==> config.mk <==
export PLATFORM = sky130hd
export DESIGN_NAME = mcu_ctrl_fsm
export DESIGN_NICKNAME = d
export VERILOG_FILES = /design/src/rtl/mcu_ctrl_fsm.sv
export SDC_FILE = /design/constraint.sdc
export NUM_CORES = 1
export LEC_CHECK = 0
export ABC_AREA = 1
export CAP_MARGIN = 20
export CORE_UTILIZATION = 46
export CTS_CLUSTER_SIZE = 40
export DETAILED_ROUTE_END_ITERATION = 10
export MAX_ROUTING_LAYER = met4
export PLACE_DENSITY = 0.86
export RECOVER_POWER = 50
export SYNTH_ARGS = -nofsm -noshare
export SYNTH_HDL_FRONTEND = slang
export SYNTH_SLANG_ARGS = --single-unit
==> constraint.sdc <==
create_clock -name CLK -period 3.7 [get_ports CLK]
set_input_delay 0.555 -clock CLK [delete_from_list [all_inputs] [get_ports CLK]]
set_output_delay 0.555 -clock CLK [all_outputs]
set_load 0.01 [all_outputs]
==> src/rtl/mcu_ctrl_fsm.sv <==
// mcu_ctrl_fsm: multicycle RV32I control unit.
// Sequences FETCH/EXEC/WB/INTER/TRAP for every instruction and performs the
// memory handshake with a saturating wait counter and optional timeout trap.
// It also tracks sticky interrupt pending bits and resolves the winning channel
// by fixed priority, where channel 0 has the highest priority.
// Interrupts are only taken at instruction completion. A trap never checks for
// interrupts on its way back to FETCH.
// Control outputs are decodes of state and inputs, gated by RST_N so that an
// asserted reset silences them immediately, including mid-transaction.

module mcu_ctrl_fsm #(
  parameter int NUM_IRQ     = 4,
  parameter int MEM_TIMEOUT = 15,
  localparam int IDW        = (NUM_IRQ > 1) ? $clog2(NUM_IRQ) : 1
) (
  input  logic               CLK,
  input  logic               RST_N,
  input  logic [6:0]         OPCODE,
  input  logic [2:0]         FUNC3,
  input  logic               MEM_READY,
  input  logic [NUM_IRQ-1:0] IRQ,
  input  logic [NUM_IRQ-1:0] IRQ_MASK,
  input  logic               IRQ_EN,
  output logic               PC_WRITE,
  output logic               REG_WRITE,
  output logic               CSR_WRITE,
  output logic               MEM_READ1,
  output logic               MEM_READ2,
  output logic               MEM_WRITE,
  output logic               INT_TAKEN,
  output logic [IDW-1:0]     INT_ID,
  output logic               TRAP,
  output logic [1:0]         TRAP_CAUSE,
  output logic [NUM_IRQ-1:0] IRQ_PENDING
);

  // Wait counter wide enough to reach MEM_TIMEOUT; it saturates at all-ones.
  localparam int CW = (MEM_TIMEOUT > 0) ? $clog2(MEM_TIMEOUT + 1) : 1;
  localparam logic          TIMEOUT_EN = (MEM_TIMEOUT != 0);
  localparam logic [CW-1:0] CNT_ZERO   = {CW{1'b0}};
  localparam logic [CW-1:0] CNT_ONE    = {{(CW-1){1'b0}}, 1'b1};
  localparam logic [CW-1:0] CNT_MAX    = {CW{1'b1}};
  localparam logic [CW-1:0] CNT_LIMIT  = CW'(MEM_TIMEOUT);

  // RV32I major opcodes
  localparam logic [6:0] OPC_LUI    = 7'b0110111;
  localparam logic [6:0] OPC_AUIPC  = 7'b0010111;
  localparam logic [6:0] OPC_JAL    = 7'b1101111;
  localparam logic [6:0] OPC_JALR   = 7'b1100111;
  localparam logic [6:0] OPC_OP     = 7'b0110011;
  localparam logic [6:0] OPC_OP_IMM = 7'b0010011;
  localparam logic [6:0] OPC_BRANCH = 7'b1100011;
  localparam logic [6:0] OPC_SYSTEM = 7'b1110011;
  localparam logic [6:0] OPC_LOAD   = 7'b0000011;
  localparam logic [6:0] OPC_STORE  = 7'b0100011;

  localparam logic [1:0] CAUSE_ILLEGAL = 2'd0;
  localparam logic [1:0] CAUSE_FETCH   = 2'd1;
  localparam logic [1:0] CAUSE_DATA    = 2'd2;

  typedef enum logic [2:0] {
    ST_FETCH = 3'd0,
    ST_EXEC  = 3'd1,
    ST_WB    = 3'd2,
    ST_INTER = 3'd3,
    ST_TRAP  = 3'd4
  } state_t;

  state_t             state_r;
  logic [CW-1:0]      wait_cnt_r;
  logic [NUM_IRQ-1:0] pend_r;
  logic [IDW-1:0]     int_id_r;
  logic [1:0]         trap_cause_r;

  logic [NUM_IRQ-1:0] masked_s;
  logic [NUM_IRQ-1:0] clr_s;
  logic [IDW-1:0]     winner_s;
  logic               irq_go_s;
  logic               timeout_s;

  logic pc_write_s, reg_write_s, csr_write_s;
  logic mem_read1_s, mem_read2_s, mem_write_s;
  logic int_taken_s, trap_s;

  // Fixed priority: lowest-index requesting channel wins.
  function automatic logic [IDW-1:0] pick_winner(input logic [NUM_IRQ-1:0] req);
    logic [IDW-1:0] id;
    id = {IDW{1'b0}};
    for (int i = NUM_IRQ - 1; i >= 0; i--) begin
      if (req[i]) begin
        id = IDW'(i);
      end else begin
        id = id;
      end
    end
    return id;
  endfunction

  // One-hot expansion of a channel index (used to retire the serviced channel).
  function automatic logic [NUM_IRQ-1:0] id_onehot(input logic [IDW-1:0] id);
    logic [NUM_IRQ-1:0] vec;
    vec = {NUM_IRQ{1'b0}};
    for (int i = 0; i < NUM_IRQ; i++) begin
      vec[i] = (id == IDW'(i));
    end
    return vec;
  endfunction

  assign masked_s  = pend_r & IRQ_MASK;
  assign irq_go_s  = IRQ_EN & (|masked_s);
  assign winner_s  = pick_winner(masked_s);
  assign timeout_s = TIMEOUT_EN && (wait_cnt_r == CNT_LIMIT) && !MEM_READY;
  assign clr_s     = (state_r == ST_INTER) ? id_onehot(int_id_r) : {NUM_IRQ{1'b0}};

  // Sequencer: state, wait counter, sticky pending bits, latched winner and trap cause.
  always_ff @(posedge CLK or negedge RST_N) begin
    if (!RST_N) begin
      state_r      <= ST_FETCH;
      wait_cnt_r   <= CNT_ZERO;
      pend_r       <= {NUM_IRQ{1'b0}};
      int_id_r     <= {IDW{1'b0}};
      trap_cause_r <= 2'd0;
    end else begin
      // A new request in the same cycle as the clear keeps the channel pending.
      pend_r <= (pend_r & ~clr_s) | IRQ;
      if (!MEM_READY && (wait_cnt_r != CNT_MAX)) begin
        wait_cnt_r <= wait_cnt_r + CNT_ONE;
      end else begin
        wait_cnt_r <= wait_cnt_r;
      end
      case (state_r)
        ST_FETCH: begin
          if (MEM_READY) begin
            state_r    <= ST_EXEC;
            wait_cnt_r <= CNT_ZERO;
          end else if (timeout_s) begin
            state_r      <= ST_TRAP;
            trap_cause_r <= CAUSE_FETCH;
            wait_cnt_r   <= CNT_ZERO;
          end else begin
            state_r <= ST_FETCH;
          end
        end
        ST_EXEC: begin
          case (OPCODE)
            OPC_LOAD: begin
              if (MEM_READY) begin
                state_r    <= ST_WB;
                wait_cnt_r <= CNT_ZERO;
              end else if (timeout_s) begin
                state_r      <= ST_TRAP;
                trap_cause_r <= CAUSE_DATA;
                wait_cnt_r   <= CNT_ZERO;
              end else begin
                state_r <= ST_EXEC;
              end
            end
            OPC_STORE: begin
              if (MEM_READY) begin
                state_r    <= irq_go_s ? ST_INTER : ST_FETCH;
                int_id_r   <= irq_go_s ? winner_s : int_id_r;
                wait_cnt_r <= CNT_ZERO;
              end else if (timeout_s) begin
                state_r      <= ST_TRAP;
                trap_cause_r <= CAUSE_DATA;
                wait_cnt_r   <= CNT_ZERO;
              end else begin
                state_r <= ST_EXEC;
              end
            end
            OPC_LUI, OPC_AUIPC, OPC_JAL, OPC_JALR,
            OPC_OP, OPC_OP_IMM, OPC_BRANCH, OPC_SYSTEM: begin
              state_r    <= irq_go_s ? ST_INTER : ST_FETCH;
              int_id_r   <= irq_go_s ? winner_s : int_id_r;
              wait_cnt_r <= CNT_ZERO;
            end
            default: begin
              state_r      <= ST_TRAP;
              trap_cause_r <= CAUSE_ILLEGAL;
              wait_cnt_r   <= CNT_ZERO;
            end
          endcase
        end
        ST_WB: begin
          state_r    <= irq_go_s ? ST_INTER : ST_FETCH;
          int_id_r   <= irq_go_s ? winner_s : int_id_r;
          wait_cnt_r <= CNT_ZERO;
        end
        ST_INTER: begin
          state_r    <= ST_FETCH;
          wait_cnt_r <= CNT_ZERO;
        end
        ST_TRAP: begin
          state_r    <= ST_FETCH;
          wait_cnt_r <= CNT_ZERO;
        end
        default: begin
          state_r    <= ST_FETCH;
          wait_cnt_r <= CNT_ZERO;
        end
      endcase
    end
  end

  // Control decode from the current state, opcode and memory handshake.
  always_comb begin
    pc_write_s  = 1'b0;
    reg_write_s = 1'b0;
    csr_write_s = 1'b0;
    mem_read1_s = 1'b0;
    mem_read2_s = 1'b0;
    mem_write_s = 1'b0;
    int_taken_s = 1'b0;
    trap_s      = 1'b0;
    case (state_r)
      ST_FETCH: begin
        mem_read1_s = 1'b1;
      end
      ST_EXEC: begin
        case (OPCODE)
          OPC_LUI, OPC_AUIPC, OPC_JAL, OPC_JALR, OPC_OP, OPC_OP_IMM: begin
            pc_write_s  = 1'b1;
            reg_write_s = 1'b1;
          end
          OPC_BRANCH: begin
            pc_write_s = 1'b1;
          end
          OPC_SYSTEM: begin
            pc_write_s = 1'b1;
            if (FUNC3 == 3'b001) begin
              reg_write_s = 1'b1;
              csr_write_s = 1'b1;
            end else begin
              reg_write_s = 1'b0;
              csr_write_s = 1'b0;
            end
          end
          OPC_LOAD: begin
            mem_read2_s = 1'b1;
          end
          OPC_STORE: begin
            mem_write_s = 1'b1;
            if (MEM_READY) begin
              pc_write_s = 1'b1;
            end else begin
              pc_write_s = 1'b0;
            end
          end
          default: begin
            pc_write_s = 1'b0;
          end
        endcase
      end
      ST_WB: begin
        pc_write_s  = 1'b1;
        reg_write_s = 1'b1;
      end
      ST_INTER: begin
        pc_write_s  = 1'b1;
        int_taken_s = 1'b1;
      end
      ST_TRAP: begin
        pc_write_s = 1'b1;
        trap_s     = 1'b1;
      end
      default: begin
        pc_write_s = 1'b0;
      end
    endcase
  end

  assign PC_WRITE    = pc_write_s  & RST_N;
  assign REG_WRITE   = reg_write_s & RST_N;
  assign CSR_WRITE   = csr_write_s & RST_N;
  assign MEM_READ1   = mem_read1_s & RST_N;
  assign MEM_READ2   = mem_read2_s & RST_N;
  assign MEM_WRITE   = mem_write_s & RST_N;
  assign INT_TAKEN   = int_taken_s & RST_N;
  assign TRAP        = trap_s      & RST_N;
  assign INT_ID      = int_id_r;
  assign TRAP_CAUSE  = trap_cause_r;
  assign IRQ_PENDING = pend_r;

endmodule
After elaboration in Yosys (flattened, before gate mapping)
Cells that the tools add are included.
{"block": "word_totals", "reg_bits": 15, "elab_cells": 103}
{"block": "op_classes", "n_eq_ne": 27, "mux": 43, "n_reduce_logical": 14, "n_bitwise": 13, "add_sub_neg": 1}
{"operator": "== test 7 bit (second input constant)", "count": 4}
{"operator": "2-to-1 mux 2 bit", "count": 11}
{"operator": "== test 7 x 6 -> 1 bit (second input constant)", "count": 3}
{"operator": "2-to-1 mux 4 bit", "count": 5}
{"operator": "one-hot mux 3 bit (3 select lines)", "count": 2}
{"operator": "one-hot mux 2 bit (2 select lines)", "count": 4}
{"operator": "2-to-1 mux 3 bit", "count": 5}
{"operator": "== test 7 x 5 -> 1 bit (second input constant)", "count": 2}
{"operator": "!= test 3 bit (second input constant)", "count": 4}
{"operator": "2-to-1 mux 1 bit", "count": 11}
{"operator": "AND 1 bit", "count": 9}
{"operator": "AND 4 bit", "count": 2}
{"operator": "one-hot mux 1 bit (2 select lines)", "count": 4}
{"operator": "one-hot mux 4 bit (2 select lines)", "count": 1}
{"operator": "OR reduction 8 bit", "count": 1}
{"operator": "== test 7 x 2 -> 1 bit (second input constant)", "count": 1}
{"operator": "== test 3 x 1 -> 1 bit (second input constant)", "count": 2}
{"operator": "== test 3 x 2 -> 1 bit (second input constant)", "count": 2}
{"operator": "!= test 2 bit (second input constant)", "count": 3}
{"operator": "AND reduction 6 bit", "count": 1}
{"operator": "OR reduction 6 bit", "count": 1}
{"operator": "adder 4 x 1 -> 4 bit (second input constant)", "count": 1}
{"operator": "== test 2 bit (second input constant)", "count": 2}
{"operator": "== test 4 bit (second input constant)", "count": 1}
{"operator": "14 further kinds", "count": 16}

Logic depth before layout (Yosys ltp)
{"block": "depth", "ltp_word": 9, "mapped_depth": 9}

Worst setup path after synthesis
OpenSTA, ideal clock, no wires.
{"block": "synth_timing", "kind": "in2out", "startpoint": "input OPCODE[3]", "endpoint": "output PC_WRITE", "arrival_time_ns": 1.352, "path_stages": 7, "path_slack_ns": 1.793, "required_time_ns": 3.145, "path_cell_list": "inv_1 > nand2_1 > nor2_1 > nand2_1 > inv_1 > a21oi_1 > o21ai_0"}
{"block": "synth_via", "elab_chain_cells": 5, "word_cells_on_any_way": 13, "cone_classes": "eq/ne: 9; mux: 2; bitwise: 1; reduce/logical: 1"}
{"element": "start: declaration", "line_no": "18", "source": "input logic [6:0] OPCODE,"}
{"element": "== test 7 x 6 -> 1 bit, or another cell as far along", "line_no": "220", "source": "case (OPCODE)"}
{"element": "OR reduction 8 bit (no line)"}
{"element": "one-hot mux 1 bit (2 select lines) *", "line_no": "220"}
{"element": "one-hot mux 1 bit (2 select lines) *", "line_no": "215", "source": "case (state_r)"}
{"element": "AND 1 bit *", "line_no": "272", "source": "assign PC_WRITE = pc_write_s & RST_N;"}
{"element": "end: declaration", "line_no": "24", "source": "output logic PC_WRITE,"}
Every way passes the cells marked *; elsewhere a longest branch is shown, timed or not.

Final worst setup path
{"block": "layout_timing", "startpoint": "input OPCODE[1]", "endpoint": "output MEM_READ2"}
{"block": "layout_via", "elab_chain_cells": 4}
{"element": "== test 7 x 2 -> 1 bit", "line_no": "220"}
{"element": "2-to-1 mux 1 bit", "line_no": "220"}
{"element": "2-to-1 mux 1 bit", "line_no": "215"}
{"element": "AND 1 bit", "line_no": "276", "source": "assign MEM_READ2 = mem_read2_s & RST_N;"}
{"element": "end: declaration", "line_no": "28", "source": "output logic MEM_READ2,"}
Every way passes these cells.

==> results.md <==
- status: complete, no violations
- worst slew margin relative to its limit: 60.0%
- reg2reg setup slack: 2.27 ns
- hold bufs inserted after CTS: 0
- source-to-sink clock delay at the later pin of the worst-skew pair: 0.29 ns
- relative contribution of the clock network to total power: 22.7%
- Core Area: 0.00198 mm^2
- endpoint required time on the critical path: 3.14 ns
- met1 routed wirelength after detailed routing: 1100 um
- share of cells above drive strength 1: 4.10%
- standard cell area after detailed placement: 0.00139 mm^2
- area added between synthesis and finish: 44.7%
- switching share of power: 32.5%
- CTS tree: done
- CTS Buf Count: 3
- number of DRC violations after detailed routing: 0
- CP Data Arrival Time: 2.46 ns
- total via count in the routed design: 1090
- highest cell delay on the worst timing path: 0.55 ns
- minimum setup slack after placement: 0.761 ns
- Max IR drop VDD: 0.333 mV
- top layer used by detailed routing: met4
- TritonCTS sink count: 15
- library cell used as clock root buffer: clkbuf_4
- Synth cell types: 16
- pin count of the biggest net entering global routing: 19
- most common cell after layout, fill and taps aside: nand2_1
- total length of routed wires: 2440 um
- post-CTS repair timing setup buffer count: 0
- met3 layer wire length in the routed design: 90 um
- Worst Tran Pin Value: 0.595 ns
- height of the chip: 48.1 um
- final setup skew: 0.00377 ns
- post-synth net total: 176
- worst hold path type: register to register
- Fin. Hold Viols: 0
- GR Overflow Total: 0
- half-perimeter wire length after detailed placement: 2060 um
- portion of total power attributed to sequential cells: 46.3%
- number of top-level pins: 38
- cell repeated most along the worst path: nand2_1
- via count of the first global-routing pass: 930
- number of violations of the max-capacitance limit: 0
- highest-count cells in the layout ignoring fill and taps: nand2_1 (52), clkdlybuf4s50_1 (34), nor2_1 (25)
- Die Outline Area: 0.00231 mm^2
- Final min period: 3.02 ns
- cell breakdown of the critical path: clkdlybuf4s50_1, nand2_1, inv_1, nand2_1, nor3_1, nand2_1, nor2_1, clkdlybuf4s50_1
- buffers added on ports: 37
- CTS H-tree depth: 1
- Avg Synthesized Cell Area: 6.38 um^2
- Max Slew Vio Count: 0
- count of nets left with antenna violations after detail routing: 0
- smallest setup slack after layout: 0.684 ns
- setup repair after global routing missed its margin: no
- Worst Setup Start Kind: input port
- Worst setup EP type: output port
- number of vias per cell: 4.91
- static leakage: 0.719 nW
- Post-Synthesis Cell Area: 976 um^2
- flop and latch count out of synthesis: 15
- highest achievable clock rate: 332 MHz
- number of antenna violations at the first check in global routing: 0
- yosys warns: 0
- number of antenna repair diodes: 0
- starting utilization of the core area: 49.2%
- routed wire length on met2: 1230 um
- crit share post-route: 81.5%
- Comb power frac: 31.0%
- P_sw: 0.000136 W
- GRT Total Usage: 24.6%
- critical path's slowest cell: clkdlybuf4s50_1
- total number of nets in the final design: 219
- worst setup path category: input port to output port
- standard-cell row count: 16
- CP max FO: 5
- internal power consumption: 0.000283 W
- synthesized instance count: 153
- clock edge transition at the registers on the reported setup and hold paths: 0.09 ns
- Seq/Total Area, Yosys: 38.5%
- ratio of total power to cell area: 296 mW/mm^2
- final standard cell area without fillers: 0.00141 mm^2
- detailed-routing iteration count for the pre-antenna-repair pass: 4
- global-route wire length before repair: 3750 um
- storage element area: 375 um^2
- average wire per standard cell: 11.0 um
- multi-input logic area: 505 um^2
- width of the die: 48.1 um
- final total negative setup slack: 0 ns
- cells resized by post-CTS repair: 0
- Final setup violation count: 0
- fillers: 169
- GP Congestion: 0.944
- clock buffer depth: 2
- Detailed Route Iter0 Violations: 17
[power by group through the flow]
| stage | Clock, W | Combinational, W | Sequential [W] |
|---|---|---|---|
| global placement | 0 | 0.000126 | 0.000197 |
| finish | 0.0000950 | 0.000130 | 0.000194 |
| CTS | 0.0000986 | 0.000132 | 0.000194 |
| global route | 0.000107 | 0.000146 | 0.000197 |
| floorplan | 0 | 0.0000590 | 0.000199 |
| detailed placement | 0 | 0.000131 | 0.000197 |
[final timing paths]
kind | start | cells after the start | endpoint
setup / recovery | OPCODE[1] | 8 | MEM_READ2
hold / removal | wait_cnt_r[0] | 1 | wait_cnt_r[0]
setup reg to reg | state_r[2] | 7 | IRQ_PENDING[2]
hold reg to reg | wait_cnt_r[0] | 1 | wait_cnt_r[0]
max in group asynchronous | RST_N | 2 | state_r[2]
min in group asynchronous | RST_N | 2 | IRQ_PENDING[3]
[synthesized netlist by cell type]
master | instances | share of area, %
nand2_1 | 52 | 20
nor2_1 | 25 | 9.6
inv_1 | 24 | 9.2
dfrtp_1 | 15 | 38
nand3_1 | 14 | 7.2
nand4_1 | 6 | 3.8
o21ai_0 | 6 | 3.1
a21oi_1 | 3 | 1.5
a21boi_0 | 1 | 0.77
ha_1 | 1 | 1.3
nor2_2 | 1 | 0.64
nor3_2 | 1 | 1.0
o21ai_2 | 1 | 0.90
or2_2 | 1 | 0.64
xnor2_1 | 1 | 0.90
xor2_1 | 1 | 0.90
[worst max-delay path: cells and delay by family]
| kind | cells | cell delay [ns] |
|---|---|---|
| buffers and inverters | 3 | 1.09 |
| AND/OR/NAND/NOR | 5 | 0.81 |
[sequential cells by signal (all words and copies together), names as in the netlist]
name / count
INT_ID: 2
IRQ_PENDING: 4
TRAP_CAUSE: 2
state_r: 3
wait_cnt_r: 4
[layout make-up]
type,count,area share (%)
multi-input cells,114,35.8
repair buffers,38,26.7
flip-flops and latches,15,26.6
inverters,24,6.38
well taps,27,2.39
clock buffers,3,1.59
clock inverters,1,0.531
[metal layers]
| layer | GRT usage (%) | up-vias |
|---|---|---|
| li1 | - | 560 |
| met2 | 36.8 | 19 |
| met4 | 6.67 | 0 |
| met1 | 31.5 | 507 |
| met3 | 8.68 | 4 |
| met5 | - | - |
[logic make-up (layout without fill, tap and decap cells)]
family | count (synthesis) | after routing | synth area share, %
simple gates | 100 | 100 | 43.0
buf+inv | 24 | 66 | 9.23
flops | 15 | 15 | 38.5
compound gates | 11 | 11 | 6.28
xor+xnor | 2 | 2 | 1.80
fa+ha+maj | 1 | 1 | 1.28
[metrics by stage]
stage | hold WS, ns | instances | power, W | util, %
after floorplan | 0.259 | 153 | 0.000258 | -
after global placement | 0.452 | 218 | 0.000323 | 70.0
after global routing | 0.499 | 222 | 0.000449 | 71.3
after detailed placement | 0.460 | 218 | 0.000328 | 70.0
after CTS | 0.473 | 222 | 0.000424 | 71.5
final | 0.467 | 222 | 0.000419 | 71.3
Power figures use the tool's default switching activity.
